[config.mk]
export PLATFORM = sky130hd
export DESIGN_NAME = vm_inv_arbiter
export DESIGN_NICKNAME = d
export VERILOG_FILES = /design/src/rtl/vm_inv_arbiter_pkg.sv /design/src/rtl/vm_inv_table.sv /design/src/rtl/vm_inv_arbiter.sv
export SDC_FILE = /design/constraint.sdc
export NUM_CORES = 1
export LEC_CHECK = 0
export CORE_MARGIN = 5
export CORE_UTILIZATION = 30
export CTS_BUF_LIST = sky130_fd_sc_hd__clkbuf_8
export DETAILED_ROUTE_END_ITERATION = 7
export GPL_TIMING_DRIVEN = 0
export PLACE_DENSITY_LB_ADDON = 0.05
export SYNTH_ARGS = -nofsm -noshare
export SYNTH_HDL_FRONTEND = slang
export SYNTH_SLANG_ARGS = --single-unit
[constraint.sdc]
create_clock -name clk -period 3.36 [get_ports clk]
set_input_delay 0.336 -clock clk [delete_from_list [all_inputs] [get_ports clk]]
set_output_delay 0.336 -clock clk [all_outputs]
set_load 0.01 [all_outputs]
[src/rtl/vm_inv_arbiter_pkg.sv]
// Shared types and constants for the vending-machine inventory arbiter.
package vm_inv_arbiter_pkg;

  localparam int unsigned ITEM_W = 3;

  typedef enum logic [1:0] {
    IDLE,
    V_RD,
    V_WR,
    S_WR
  } inv_state_t;

  localparam logic VEND_QUERY    = 1'b0;
  localparam logic VEND_DISPENSE = 1'b1;

endpackage

[src/rtl/vm_inv_table.sv]
// Inventory table: per-item stock/price registers, one async read port, one write port.
module vm_inv_table
  import vm_inv_arbiter_pkg::*;
#(
  parameter int unsigned NUM_ITEMS = 8,
  parameter int unsigned CNT_W     = 4,
  parameter int unsigned COST_W    = 16
) (
  input  logic                 clk,
  input  logic                 srst,
  input  logic [ITEM_W-1:0]    rd_item,
  output logic [CNT_W-1:0]     rd_stock,
  output logic [COST_W-1:0]    rd_cost,
  input  logic                 we,
  input  logic [ITEM_W-1:0]    wr_item,
  input  logic [CNT_W-1:0]     wr_stock,
  input  logic [COST_W-1:0]    wr_cost,
  output logic [NUM_ITEMS-1:0] sold_out
);

  typedef struct packed {
    logic [CNT_W-1:0]  stock;
    logic [COST_W-1:0] cost;
  } entry_t;

  entry_t               mem_q [NUM_ITEMS];
  entry_t               mem_d [NUM_ITEMS];
  logic [NUM_ITEMS-1:0] sold_out_q;

  // Out-of-range indices match no entry: reads return zero, writes are dropped.
  always_comb begin
    rd_stock = '0;
    rd_cost  = '0;
    for (int unsigned i = 0; i < NUM_ITEMS; i++) begin
      if (rd_item == ITEM_W'(i)) begin
        rd_stock = mem_q[i].stock;
        rd_cost  = mem_q[i].cost;
      end
    end
  end

  always_comb begin
    for (int unsigned i = 0; i < NUM_ITEMS; i++) begin
      mem_d[i] = mem_q[i];
      if (we && (wr_item == ITEM_W'(i))) begin
        mem_d[i].stock = wr_stock;
        mem_d[i].cost  = wr_cost;
      end
    end
  end

  always_ff @(posedge clk) begin
    if (srst) begin
      for (int unsigned i = 0; i < NUM_ITEMS; i++) begin
        mem_q[i] <= '0;
      end
      sold_out_q <= '1;
    end else begin
      for (int unsigned i = 0; i < NUM_ITEMS; i++) begin
        mem_q[i]      <= mem_d[i];
        sold_out_q[i] <= (mem_d[i].stock == '0);
      end
    end
  end

  assign sold_out = sold_out_q;

endmodule

[src/rtl/vm_inv_arbiter.sv]
// Arbitrates vend and supplier access to the inventory table, one transaction at a time,
// with supplier priority bounded by a starvation counter.
module vm_inv_arbiter
  import vm_inv_arbiter_pkg::*;
#(
  parameter int unsigned NUM_ITEMS    = 8,
  parameter int unsigned CNT_W        = 4,
  parameter int unsigned COST_W       = 16,
  parameter int unsigned STARVE_LIMIT = 3
) (
  input  logic                 clk,
  input  logic                 srst,
  input  logic                 vend_req,
  input  logic                 vend_op,
  input  logic [ITEM_W-1:0]    vend_item,
  output logic                 vend_gnt,
  output logic                 vend_ok,
  output logic [COST_W-1:0]    vend_cost,
  output logic [CNT_W-1:0]     vend_stock,
  input  logic                 sup_req,
  input  logic [ITEM_W-1:0]    sup_item,
  input  logic [CNT_W-1:0]     sup_count,
  input  logic [COST_W-1:0]    sup_cost,
  output logic                 sup_gnt,
  output logic                 sup_sat,
  output logic [NUM_ITEMS-1:0] sold_out,
  output logic                 busy
);

  localparam int unsigned      SC_W    = $clog2(STARVE_LIMIT + 1);
  localparam logic [CNT_W-1:0] MAX_CNT = '1;

  inv_state_t          state_q, state_d;
  logic                op_q;
  logic [ITEM_W-1:0]   item_q;
  logic [CNT_W-1:0]    count_q;
  logic [COST_W-1:0]   pcost_q;
  logic [CNT_W-1:0]    stock_q;
  logic [COST_W-1:0]   cost_q;
  logic                sat_q;
  logic [SC_W-1:0]     starve_q, starve_d;

  logic                sup_win, vend_win, item_ok, sum_over, sat_now;
  logic [CNT_W:0]      sum;
  logic [CNT_W-1:0]    rd_stock, wr_stock;
  logic [COST_W-1:0]   rd_cost, wr_cost;
  logic                we;

  vm_inv_table #(
    .NUM_ITEMS (NUM_ITEMS),
    .CNT_W     (CNT_W),
    .COST_W    (COST_W)
  ) u_table (
    .clk      (clk),
    .srst     (srst),
    .rd_item  (item_q),
    .rd_stock (rd_stock),
    .rd_cost  (rd_cost),
    .we       (we),
    .wr_item  (item_q),
    .wr_stock (wr_stock),
    .wr_cost  (wr_cost),
    .sold_out (sold_out)
  );

  always_comb begin
    sup_win  = (state_q == IDLE) && sup_req &&
               (!vend_req || (starve_q != SC_W'(STARVE_LIMIT)));
    vend_win = (state_q == IDLE) && vend_req && !sup_win;
    item_ok  = 32'(item_q) < NUM_ITEMS;
    sum      = {1'b0, rd_stock} + {1'b0, count_q};
    sum_over = sum > {1'b0, MAX_CNT};
    sat_now  = !item_ok || sum_over;
  end

  always_ff @(posedge clk) begin
    if (srst) state_q <= IDLE;
    else      state_q <= state_d;
  end

  always_comb begin
    state_d  = state_q;
    starve_d = starve_q;
    case (state_q)
      IDLE: begin
        if (sup_win) begin
          state_d = S_WR;
          if (vend_req && (starve_q != SC_W'(STARVE_LIMIT))) starve_d = starve_q + SC_W'(1);
        end else if (vend_win) begin
          state_d  = V_RD;
          starve_d = '0;
        end
      end
      V_RD:    state_d = V_WR;
      default: state_d = IDLE;
    endcase
  end

  always_comb begin
    vend_gnt = (state_q == V_WR);
    sup_gnt  = (state_q == S_WR);
    busy     = (state_q != IDLE);
    vend_ok  = vend_gnt && item_ok && (stock_q != '0);
    sup_sat  = sup_gnt ? sat_now : sat_q;
    we       = 1'b0;
    wr_stock = rd_stock;
    wr_cost  = rd_cost;
    if (vend_ok && (op_q == VEND_DISPENSE)) begin
      we       = 1'b1;
      wr_stock = stock_q - CNT_W'(1);
      wr_cost  = cost_q;
    end else if (sup_gnt && item_ok) begin
      we       = 1'b1;
      wr_stock = sum_over ? MAX_CNT : sum[CNT_W-1:0];
      wr_cost  = (pcost_q == '0) ? rd_cost : pcost_q;
    end
  end

  always_ff @(posedge clk) begin
    if (srst) begin
      op_q     <= VEND_QUERY;
      item_q   <= '0;
      count_q  <= '0;
      pcost_q  <= '0;
      stock_q  <= '0;
      cost_q   <= '0;
      sat_q    <= 1'b0;
      starve_q <= '0;
    end else begin
      starve_q <= starve_d;
      if (sup_win) begin
        item_q  <= sup_item;
        count_q <= sup_count;
        pcost_q <= sup_cost;
      end else if (vend_win) begin
        item_q <= vend_item;
        op_q   <= vend_op;
      end
      if (state_q == V_RD) begin
        stock_q <= rd_stock;
        cost_q  <= rd_cost;
      end
      if (sup_gnt) sat_q <= sat_now;
    end
  end

  assign vend_cost  = cost_q;
  assign vend_stock = stock_q;

endmodule
======== Yosys cells after proc, flatten, opt, wreduce, memory -nomap -nowiden ========
Memory sizes are Yosys's and may differ from the RTL's.
Index checks and enable logic that the tools add are counted.
storage, ports and cells
  word-level logic and storage cells ...... 123
  memory bits (writable) .................. 160
  bits in registers ....................... 57
  output and inout bits ................... 33
  memories kept ........................... 1
cells by class
  magnitude comparators ................... 1
  add/sub/neg operators ................... 3
  bitwise logic cells ..................... 9
  reductions and logical operators ........ 34
  equal/unequal tests ..................... 13
  multiplexer cells ....................... 52
memory list
  name           words  bits a word  read ports  clocked after memory_dff  wr ports  line                source
  u_table.mem_q  8      20           8           0                         8         vm_inv_table.sv:26  entry_t mem_q [NUM_ITEMS];
operators by type and width
  cell                                                            count
  two-way mux 20 bit                                              16
  two-way mux 16 bit                                              11
  two-way mux 4 bit                                               11
  logical NOT 4 bit                                               8
  logical NOT 16 bit                                              1
  logical AND 1 bit                                               15
  == test 3 bit (second input constant)                           4
  two-way mux 2 bit                                               5
  bitwise OR 1 bit                                                8
  == test 3 x 2 -> 1 bit (second input constant)                  2
  two-way mux 1 bit                                               6
  two-way mux 3 bit                                               2
  adder 4 x 4 -> 5 bit                                            1
  greater-than comparator 5 x 4 -> 1 bit (second input constant)  1
  == test 2 bit (second input constant)                           2
  case mux 2 bit (2 select lines)                                 1
  nonzero test 2 bit                                              2
  nonzero test 4 bit                                              1
  subtractor 4 x 1 -> 4 bit (second input constant)               1
  == test 3 x 1 -> 1 bit (second input constant)                  1
  logical NOT 3 bit                                               1
  inequality test 3 bit (second input constant)                   1
  AND reduction 3 bit                                             1
  adder 2 x 1 -> 2 bit (second input constant)                    1
  8 further kinds                                                 9

======== Logic depth before layout (Yosys ltp) ========
Gate-level depths: netlist of run 1.
  depth in word-level cells ............... 16
  gate-level depth with buffers ........... 17
  depth with buffers taken out ............ 13

======== Hierarchy ========
From an unflattened synthesis of run 1, not the netlist that was laid out.
second synthesis, totals
  cell total of the unflattened synthesis .. 1,254
  area total of the unflattened synthesis .. 9,853.2 µm²
modules (own cells, without submodules)
  module          times used  area an instance (µm²)  sequential area each (µm²)  cells an instance
  vm_inv_table    1           7,455.9                 3,363.2                     949
  vm_inv_arbiter  1           2,397.3                 980.9                       305

======== Worst setup path after synthesis of run 1 ========
OpenSTA, ideal clock, no wires.
  path kind ............................... reg-to-reg
  from .................................... register item_q[0]
  to ...................................... register u_table.sold_out_q[0], in the netlist u_table.sold_out[0]
  slack ................................... -0.005 ns
  arrival ................................. 3.278 ns
  data required time ...................... 3.273 ns
  stages on the path, launching flop included .. 16
  period minus slack after synthesis ...... 3.365 ns
  cells stage by stage .................... dfxtp_1 > buf_6 > buf_6 > buf_6 > buf_6 > a21boi_0 > a211oi_1 > o32a_1 > a221o_1 > ha_1 > or2_2 > a2111oi_0 > o41ai_4 > nor2_1 > nor3_1 > o31ai_1
on the way
  cells in the longest elaborated chain, start to end .. 16
  elaborated cells between the ends (all ways) .. 24
  classes of those cells .................. add/sub: 1; order compare: 1; eq/ne: 7; mux: 12; reduce/logical: 3
ends and longest elaborated chain
  what                                    line                   source
  start, declared                         vm_inv_arbiter.sv:35   logic [ITEM_W-1:0] item_q;
  start signal, assigned                  vm_inv_arbiter.sv:132  item_q <= sup_item;
  start signal, assigned                  vm_inv_arbiter.sv:136  item_q <= vend_item;
  logical NOT 3 bit                       vm_inv_table.sv:35     if (rd_item == ITEM_W'(i)) begin
  two-way mux 4 bit (7 in a row)          vm_inv_table.sv:35
  two-way mux 4 bit *                     vm_inv_table.sv:35
  via rd_stock[3]                         vm_inv_arbiter.sv:45   logic [CNT_W-1:0] rd_stock, wr_stock;
  adder 4 x 4 -> 5 bit                    vm_inv_arbiter.sv:71   sum = {1'b0, rd_stock} + {1'b0, count_q};
  greater-than comparator 5 x 4 -> 1 bit  vm_inv_arbiter.sv:72   sum_over = sum > {1'b0, MAX_CNT};
  two-way mux 4 bit                       vm_inv_arbiter.sv:114  wr_stock = sum_over ? MAX_CNT : sum[CNT_W-1:0];
  two-way mux 4 bit *                     vm_inv_arbiter.sv:112  end else if (sup_gnt && item_ok) begin
  two-way mux 4 bit *                     vm_inv_arbiter.sv:108  if (vend_ok && (op_q == VEND_DISPENSE)) begin
  two-way mux 20 bit *                    vm_inv_table.sv:45     if (we && (wr_item == ITEM_W'(i))) begin
  logical NOT 4 bit *                     vm_inv_table.sv:61     sold_out_q[i] <= (mem_d[i].stock == '0);
  end signal, assigned by index           vm_inv_table.sv:61
  end, declared                           vm_inv_table.sv:28     logic [NUM_ITEMS-1:0] sold_out_q;
Mark *: on every way through the listed nets, which the timed path passes. The rest lies on a longest branch.
A chain may end at the register's enable or synchronous reset.

======== Worst setup path in the final report of run 1 ========
  from .................................... register item_q[0]
  to ...................................... register u_table.sold_out_q[4], in the netlist u_table.sold_out[4]
The elaborated chain is that of the path after synthesis.

==> impl_metrics.ini, run 1 <==
[status]
outcome = finished with violations
violations = setup timing

[critical_path]
cp.arrival_ns = 4.10
crit_path_end_kind = flip-flop
path_cells = buf_8, buf_12, buf_12, buf_12, buf_12, mux4_2, nand2_2, nand2_4, ha_4, a21o_1, a211o_1, buf_4, buf_6, o21ai_4, o32a_4, buf_12, nand4b_1, a21oi_2
r2r-start = item_q[0]
worstPathRequired_ns = 3.84
criticalPathCategory = reg -> reg
cp_max_fo = 6
critical_path.max_stage_delay_ns = 0.50
start_kind = flip-flop
crit_top_cell = buf_12
r2r_cells = 18
reg2reg_slack_ns = -0.26
critical-path-slowest-cell = mux4_2
r2r-end = u_table.sold_out[4]

[synthesis]
synth_commonest_cells = 270 x nor2_1, 217 x dfxtp_1, 103 x nand2_1
synth_adder_area_share = 0.00904
ys_seq_elements = 217
netlist-cell-type-count = 77
async_flop_share = 0
yosys-top-cells-area = dfxtp_1 41%, nor2_1 9.6%, a21oi_1 4.0%
postSynthNetCount = 1307
avgSynthCellArea_um2 = 8.29
yosysWarningCount = 0
synth-compound-area-share = 0.232
synth.most_common_cell = nor2_1
synth_top_area_cell = dfxtp_1
synth_top_family_by_area = simple AND/OR/NAND/NOR gates
synthFlopType = dfxtp_1
synth.mux.area_fraction = 0.0406
synth_top_area_frac = 0.413
yosys.area_share.simple = 0.246
postSynthCellCount = 1269
synth_xor_area_frac = 0.00167
synth_edf_count = 0
seq_area_frac_synth = 0.413
syn_area_um2 = 10500

[floorplanning]
coreArea_um2 = 34500
dieArea_um2 = 38900
rows = 68
ios = 64
die_h_um = 197
start_util = 0.304
die_w_um = 197

[grt]
overflow = 0
grt_pass1_wl_mm = 67.6
gr-usage-all-layers = 0.229
grt_pass1_vias = 10250
grt_max_degree = 20
antenna_found_initial = 1

[timing]
setup_viol = 26
relSlewSlack = 0.360
fin_worst_skew_ns = 0.0178
hold_violations = 0
worst-slew-pin-transition_ns = 0.955
slew_viol_final = 0
setup_ws_ns = -0.259
hold_ws_ns = 0.301
timing.fmax_mhz = 276
fin_crit_sh = 1.08
finalCriticalPeriod_ns = 3.62
rsz0062_at_grt = yes

[clock_tree]
ctsHoldBuffers = 0
cts_tree = built
root_buffer = clkbuf_8
path_clk_slew_ns = 0.06
cts_sinks = 217
worstSkewPairLatency_ns = 0.57
numCtsBuffers = 42
htreeDepth = 2
clockBufferDepth = 3

[placed_design]
io_buffers = 62
dp_hpwl_mm = 33.8
globalplace.congestion = 0.864

[worst_hold_path]
whs_endpoint = u_table.mem_q[2][21]
worstHoldStart = srst
min_path_type = in -> reg
holdPathStages = 2

[routing]
finalWirelength_mm = 46.0
route.detailed.drc = 0
final_antenna_net_count = 0
vias = 10395
drt-initial-drc-count = 685
avgRoutedWirePerCell_um = 24.4
first_pass_iters = 5
viasPerCell = 5.53

[finish]
diodes = 0
syn_to_final_growth_pct = 25.9
drive_gt1_frac = 0.179
fin_util = 0.383
num-nets-final = 1446

[job]
maxCapViolCount = 0

[pwr]
power_density_nw_per_um2 = 472
p_leak_nw = 4.65
finalPower_w = 0.00625
vdd_drop_max_mv = 0.233
[per-layer routing]
metal	vias up	track usage	routed length (um)
met5	-	0	19
met4	2	0.0711	1300
met3	78	0.0321	2070
met2	272	0.382	22100
met1	5194	0.310	20500
li1	4849	-	-
[registers in the layout (all words and copies together) (netlist names), 3 cells and up]
register,flops
u_table.sold_out,8
vend_cost,16
item_q,3
pcost_q,16
count_q,4
vend_stock,4
u_table.mem_q,160
[how the worst max path moves through the flow]
stage / from / to / slack, ns
after detailed placement: item_q[1] / u_table.sold_out[6] / -1.15
final: item_q[0] / u_table.sold_out[4] / -0.26
after CTS: item_q[0] / sup_sat / -0.26
after global routing: item_q[1] / sup_sat / -0.33
after global placement: item_q[1] / u_table.sold_out[6] / -1.21
after floorplan: item_q[1] / u_table.sold_out[0] / 0.05
[stage by stage]
stage | TNS [ns] | cells | area (um2) | worst slack [ns]
after floorplan | 0 | 1269 | 10500 | 0.0479
after global placement | -28.90 | 1786 | 11700 | -1.21
after detailed placement | -27.09 | 1786 | 11700 | -1.15
after CTS | -1.97 | 1873 | 13000 | -0.259
after global routing | -6.01 | 1881 | 13200 | -0.334
final | -3.97 | 1881 | 13200 | -0.259
[kinds of logic after synthesis]
kind of cell,Yosys count
adders and majority gates,7
buffers and inverters,127
muxes,29
and+or+nand+nor,565
DFF,217
xor gates and xnor gates,2
AOI/OAI and AO/OA,322
[placed cells by master (no fill, tap or decap), types with 33 or more instances in the layout]
cell type / synthesis / routed
dfxtp_1: 217 / 215
clkdlybuf4s50_1: 0 / 61
nor2_1: 270 / 263
nor3_1: 75 / 69
a211oi_1: 38 / 33
nand2_1: 103 / 101
clkbuf_1: 59 / 56
a21oi_1: 83 / 79
clkbuf_8: 0 / 46
[where the power goes]
group | internal, W | leakage, nW | switching (W)
logic | 0.000462 | 2.49 | 0.000712
clock network | 0.00123 | 0.410 | 0.00116
registers | 0.00263 | 1.76 | 0.0000507
[repair_timing]
action,CTS,global route
setup endpoints to repair,42,41
buffers inserted,26,8
gates resized for setup,90,44
pin swaps,10,20
[critical path: cells and delay by family (launching register included)]
kind	cells	cell delay, ns
buf+inv	8	1.03
compound gates	5	1.11
mux	1	0.50
fa+ha+maj	1	0.26
flops	1	0.33
simple gates	3	0.29
[cell type report]
cell class | count | area [um2]
fillers | 3712 | 21300
multi-input cells | 925 | 5950
flip-flops and latches | 217 | 4350
repair buffers | 96 | 913
plain buffers | 115 | 711
clock buffers | 46 | 633
well taps | 455 | 569
clock inverters | 16 | 72.6
inverters | 11 | 41.3
(Power assumes the default switching activity.)
==> run 2, diff against run 1 <==
--- a/config.mk
+++ b/config.mk
@@ -5,11 +5,12 @@
 export SDC_FILE = /design/constraint.sdc
 export NUM_CORES = 1
 export LEC_CHECK = 0
+export ABC_CLOCK_PERIOD_IN_PS = 3360
+export CAP_MARGIN = 20
 export CORE_MARGIN = 5
 export CORE_UTILIZATION = 30
 export CTS_BUF_LIST = sky130_fd_sc_hd__clkbuf_8
 export DETAILED_ROUTE_END_ITERATION = 7
-export GPL_TIMING_DRIVEN = 0
 export PLACE_DENSITY_LB_ADDON = 0.05
 export SYNTH_ARGS = -nofsm -noshare
 export SYNTH_HDL_FRONTEND = slang
==> impl_metrics.ini, run 2 (synthesis results as in run 1) <==
[critical_path]
critical_path.max_stage_delay_ns = 0.37
criticalPathCategory = reg -> out
worst-path-buf-inv = 2
crit_top_cell = a21o_1
r2r_cells = 16
crit_path_end_kind = primary output
path_cells = buf_6, mux2i_2, o22ai_2, a21o_1, o21ai_2, a21oi_2, ha_2, fa_2, a21o_1, a211o_1, o21a_1, buf_2
start_kind = flip-flop
worstPathRequired_ns = 3.02
cp_max_fo = 5
cp_num_cells = 12
crit_family = compound AO/OA/AOI/OAI gates
cp.arrival_ns = 3.04
reg2reg_slack_ns = 0.05
critical-path-slowest-cell = dfxtp_4

[routing]
avgRoutedWirePerCell_um = 22.4
viasPerCell = 5.36
first_pass_iters = 5
final_antenna_net_count = 0
finalWirelength_mm = 41.3
drt-initial-drc-count = 566
vias = 9886
route.detailed.drc = 0

[timing]
relSlewSlack = 0.322
worst-slew-pin-transition_ns = 1.02
rsz0062_at_grt = yes
setup_ws_ns = -0.0202
fin_worst_skew_ns = 0.0222
timing.fmax_mhz = 296
slew_viol_final = 0
hold_violations = 0
finalCriticalPeriod_ns = 3.38
fin_crit_sh = 1.01
setup_viol = 1

[finish]
syn_to_final_growth_pct = 22.7
multiInputGateArea_um2 = 5740
regMostFlops = u_table.mem_q
final_cell_mix = 269 x nor2_1, 215 x dfxtp_1, 103 x nand2_1
diodes = 0
regArea_um2 = 4350
drive_gt1_frac = 0.180
mostFrequentLayoutCell = nor2_1
largest_reg_flops = 160
finalInstanceArea_um2 = 12900
num-nets-final = 1394
fillers = 3665

[placed_design]
globalplace.congestion = 0.851
preCtsSetupSlack_ns = -0.117
dp_hpwl_mm = 28.6
io_buffers = 63
place_area_um2 = 11800

[floorplanning]
die_w_um = 197
start_util = 0.304
ios = 64
coreArea_um2 = 34500
rows = 68
dieArea_um2 = 38900
die_h_um = 197

[pwr]
p_leak_nw = 4.64
vdd_drop_max_mv = 0.372
power_density_nw_per_um2 = 486

[clock_tree]
cts_tree = built
worstSkewPairLatency_ns = 0.58
htreeDepth = 2
numCtsBuffers = 42
clockBufferDepth = 3
ctsHoldBuffers = 0
root_buffer = clkbuf_8
cts_sinks = 217
path_clk_slew_ns = 0.06

[job]
maxCapViolCount = 0

[grt]
grt_busiest_layer = met2
antenna_found_initial = 0
gr-usage-met1 = 0.277
grt_max_degree = 80
grt_pass1_vias = 9826
met2_usage = 0.339
use_met3 = 0.0302
gr-usage-all-layers = 0.205
grt_pass1_wl_mm = 61.4
overflow = 0

[worst_hold_path]
holdPathStages = 2
min_path_type = in -> reg

[status]
outcome = finished with violations
violations = setup timing
==> run 2: cell types whose count changed in the layout (fill, tap and decap cells not counted), moves of 9 or more <==
cell      delta
buf_2       -29
inv_1        +9
buf_4       +54
clkbuf_1    -56
==> run 2: layout make-up <==
cell class                 instances  area share
clock inverter                    26     0.00853
inverter                          11     0.00339
multi-input combinational        926       0.445
timing repair buffer             158       0.109
sequential                       217       0.337
tap                              455      0.0441
clock buffer                      50      0.0533
==> run 2: worst paths after layout <==
check | startpoint | end
max | item_q[0] | sup_sat
min | srst | u_table.mem_q[1][38]
max reg2reg | item_q[0] | u_table.sold_out[3]
min reg2reg | pcost_q[0] | pcost_q[0]
==> run 2: through the flow <==
step,hold WS [ns],power (W),util,setup TNS (ns),cells
floorplan,0.441,0.00330,-,0,1269
global placement,0.463,0.00371,0.342,-0.181,1753
detailed placement,0.467,0.00371,0.342,-0.545,1753
CTS,0.234,0.00631,0.367,-0.0635,1835
global route,0.274,0.00655,0.374,-0.362,1843
finish,0.291,0.00627,0.374,-0.0202,1843
==> run 2: report_power, final <==
group	switching (W)	internal (W)
clock	0.00120	0.00135
combinational	0.000627	0.000406
sequential	0.0000601	0.00263
==> run 2: per-layer routing <==
| metal | vias up | wire (um) |
|---|---|---|
| met4 | 0 | 1280 |
| met2 | 271 | 19600 |
| met1 | 4772 | 18600 |
| li1 | 4770 | - |
| met3 | 73 | 1820 |
| met5 | - | 0 |
==> run 2: repair_timing <==
| item | 4_1_cts | 5_1_grt |
|---|---|---|
| pin swaps | 6 | 12 |
| gates resized for setup | 19 | 28 |
| buffers inserted | 6 | 8 |
| cloned | 0 | 1 |
| setup endpoints to repair | 9 | 24 |
==> run 3, diff against run 2 <==
--- a/config.mk
+++ b/config.mk
@@ -5,6 +5,7 @@
 export SDC_FILE = /design/constraint.sdc
 export NUM_CORES = 1
 export LEC_CHECK = 0
+export ABC_AREA = 1
 export ABC_CLOCK_PERIOD_IN_PS = 3360
 export CAP_MARGIN = 20
 export CORE_MARGIN = 5
==> impl_metrics.ini, run 3 <==
[status]
outcome = complete, no violations

[synthesis]
postSynthCellCount = 1655
avgSynthCellArea_um2 = 6.48
synth_edf_count = 0
synth.mux.area_fraction = 0
syn_area_um2 = 10700
synth_xor_area_frac = 0.00327
synth_adder_area_share = 0.00887
synthFlopType = dfxtp_1
yosys-top-cells-area = dfxtp_1 41%, nand2_1 11%, inv_1 11%
postSynthNetCount = 1693
synth_commonest_cells = 326 x nand2_1, 307 x inv_1, 226 x nor2_1
yosys.area_share.simple = 0.324
async_flop_share = 0
ys_seq_elements = 217
synth.most_common_cell = nand2_1
seq_area_frac_synth = 0.405
synth_top_area_cell = dfxtp_1
synth_top_family_by_area = simple AND/OR/NAND/NOR gates
yosysWarningCount = 0
synth_top_area_frac = 0.405
synth-compound-area-share = 0.109
netlist-cell-type-count = 37

[routing]
vias = 10203
finalWirelength_mm = 34.9
viasPerCell = 4.62
drt-initial-drc-count = 592
route.detailed.drc = 0
first_pass_iters = 6
avgRoutedWirePerCell_um = 15.8
final_antenna_net_count = 0

[critical_path]
start_kind = flip-flop
cp_max_fo = 10
worstPathRequired_ns = 3.02
r2r_cells = 23
criticalPathCategory = reg -> out
cp.arrival_ns = 2.81
crit_path_end_kind = primary output

[pwr]
p_seq_frac = 0.448
p_int_w = 0.00433
power_density_nw_per_um2 = 480
finalPower_w = 0.00611
p_comb_frac = 0.131
p_leak_nw = 6.16
clock_power_share = 0.421
vdd_drop_max_mv = 0.247
switchingPower_w = 0.00178
power.share.switching = 0.292

[clock_tree]
cts_tree = built
numCtsBuffers = 43
path_clk_slew_ns = 0.05
htreeDepth = 2
worstSkewPairLatency_ns = 0.57
root_buffer = clkbuf_8
cts_sinks = 217
clockBufferDepth = 3

[finish]
syn_to_final_growth_pct = 18.5
mostFrequentLayoutCell = nand2_1
final_cell_mix = 325 x nand2_1, 320 x inv_1, 224 x nor2_1
final_cells = 2209
diodes = 0
largest_reg_flops = 160
regMostFlops = u_table.mem_q
drive_gt1_frac = 0.0892
num-nets-final = 1760

[grt]
antenna_found_initial = 0
grt_pass1_wl_mm = 55.5
overflow = 0
grt_max_degree = 65
gr-usage-all-layers = 0.177
grt_pass1_vias = 9880

[floorplanning]
die_w_um = 199
coreArea_um2 = 35400
start_util = 0.303
ios = 64
rows = 69
die_h_um = 199
dieArea_um2 = 39600

[timing]
finalCriticalPeriod_ns = 3.15
relSlewSlack = 0.327
fin_crit_sh = 0.937
fin_worst_skew_ns = 0.0231
timing.fmax_mhz = 318
setup_tns_ns = 0
setup_viol = 0
hold_violations = 0
rsz0062_at_grt = no
slew_viol_final = 0
worst-slew-pin-transition_ns = 1.01

[placed_design]
dp.cells = 2134
globalplace.congestion = 0.821
dp_hpwl_mm = 23.6
io_buffers = 63

[worst_hold_path]
holdPathStages = 2
min_path_type = in -> reg

[job]
maxCapViolCount = 0
run 3: worst paths after layout:
kind,from,end,slack [ns]
setup / recovery,item_q[2],sup_sat,0.21
hold / removal,srst,starve_q[0],0.19
setup reg to reg,item_q[2],u_table.sold_out[5],0.36
hold reg to reg,sat_q,sat_q,0.46
run 3: metrics by stage:
step	hold slack [ns]	worst slack, ns	util	cell area, um2
after floorplan	0.436	0.648	-	10700
after global placement	0.456	0.109	0.335	11800
after detailed placement	0.455	0.123	0.335	11800
after CTS	0.153	0.00749	0.359	12700
after global routing	0.166	0.000796	0.359	12700
final	0.190	0.211	0.359	12700
run 3: kinds of logic after synthesis:
logic type,after synthesis
AO/OA/AOI/OAI,217
buffers and inverters,406
XOR/XNOR,4
adder cells (fa/ha/maj),7
flip-flops,217
AND/OR/NAND/NOR,804
run 3: cell type report:
type / instances / area, um2
repair buffers: 101 / 933
clock inverters: 19 / 85.1
multi-input cells: 1032 / 4820
fillers: 3892 / 22700
flip-flops and latches: 217 / 4350
well taps: 461 / 577
inverters: 327 / 1230
clock buffers: 52 / 716
run 3: timing repair:
action | 4_1_cts | 5_1_grt
hold buffers | 0 | 0
buffers inserted | 3 | 1
pin swaps | 1 | 4
gates resized for setup | 12 | 5
setup endpoints to repair | 1 | 1
run 3: metal layers:
| layer | vias to the layer above | global-route usage | wire, um |
|---|---|---|---|
| met5 | - | 0 | 0 |
| met1 | 4694 | 0.267 | 18200 |
| met3 | 37 | 0.0293 | 1630 |
| met2 | 194 | 0.265 | 14600 |
| met4 | 0 | 0.0393 | 474 |
| li1 | 5278 | - | - |
run 3: power by group through the flow:
stage,Sequential (W),Combinational [W],Clock [W]
4_1_cts,0.00273,0.000808,0.00268
3_5_place_dp,0.00279,0.000802,0
2_1_floorplan,0.00278,0.000461,0
5_1_grt,0.00274,0.000892,0.00278
6_report,0.00273,0.000801,0.00257
3_3_place_gp,0.00279,0.000803,0
run 3: worst max-delay path: stages (launching register included):
cell and delay, ns:
dfxtp_2 0.35, inv_4 0.06, buf_12 0.14, nand3_1 0.08, nand2_1 0.06, nor2_1 0.09, nand2_1 0.06, nand2_1 0.09
nand3_1 0.10, nand2_2 0.11, inv_1 0.05, ha_1 0.20, fa_2 0.37, nand3_1 0.08, nand3_1 0.11, inv_2 0.09
a21oi_1 0.05, buf_2 0.15
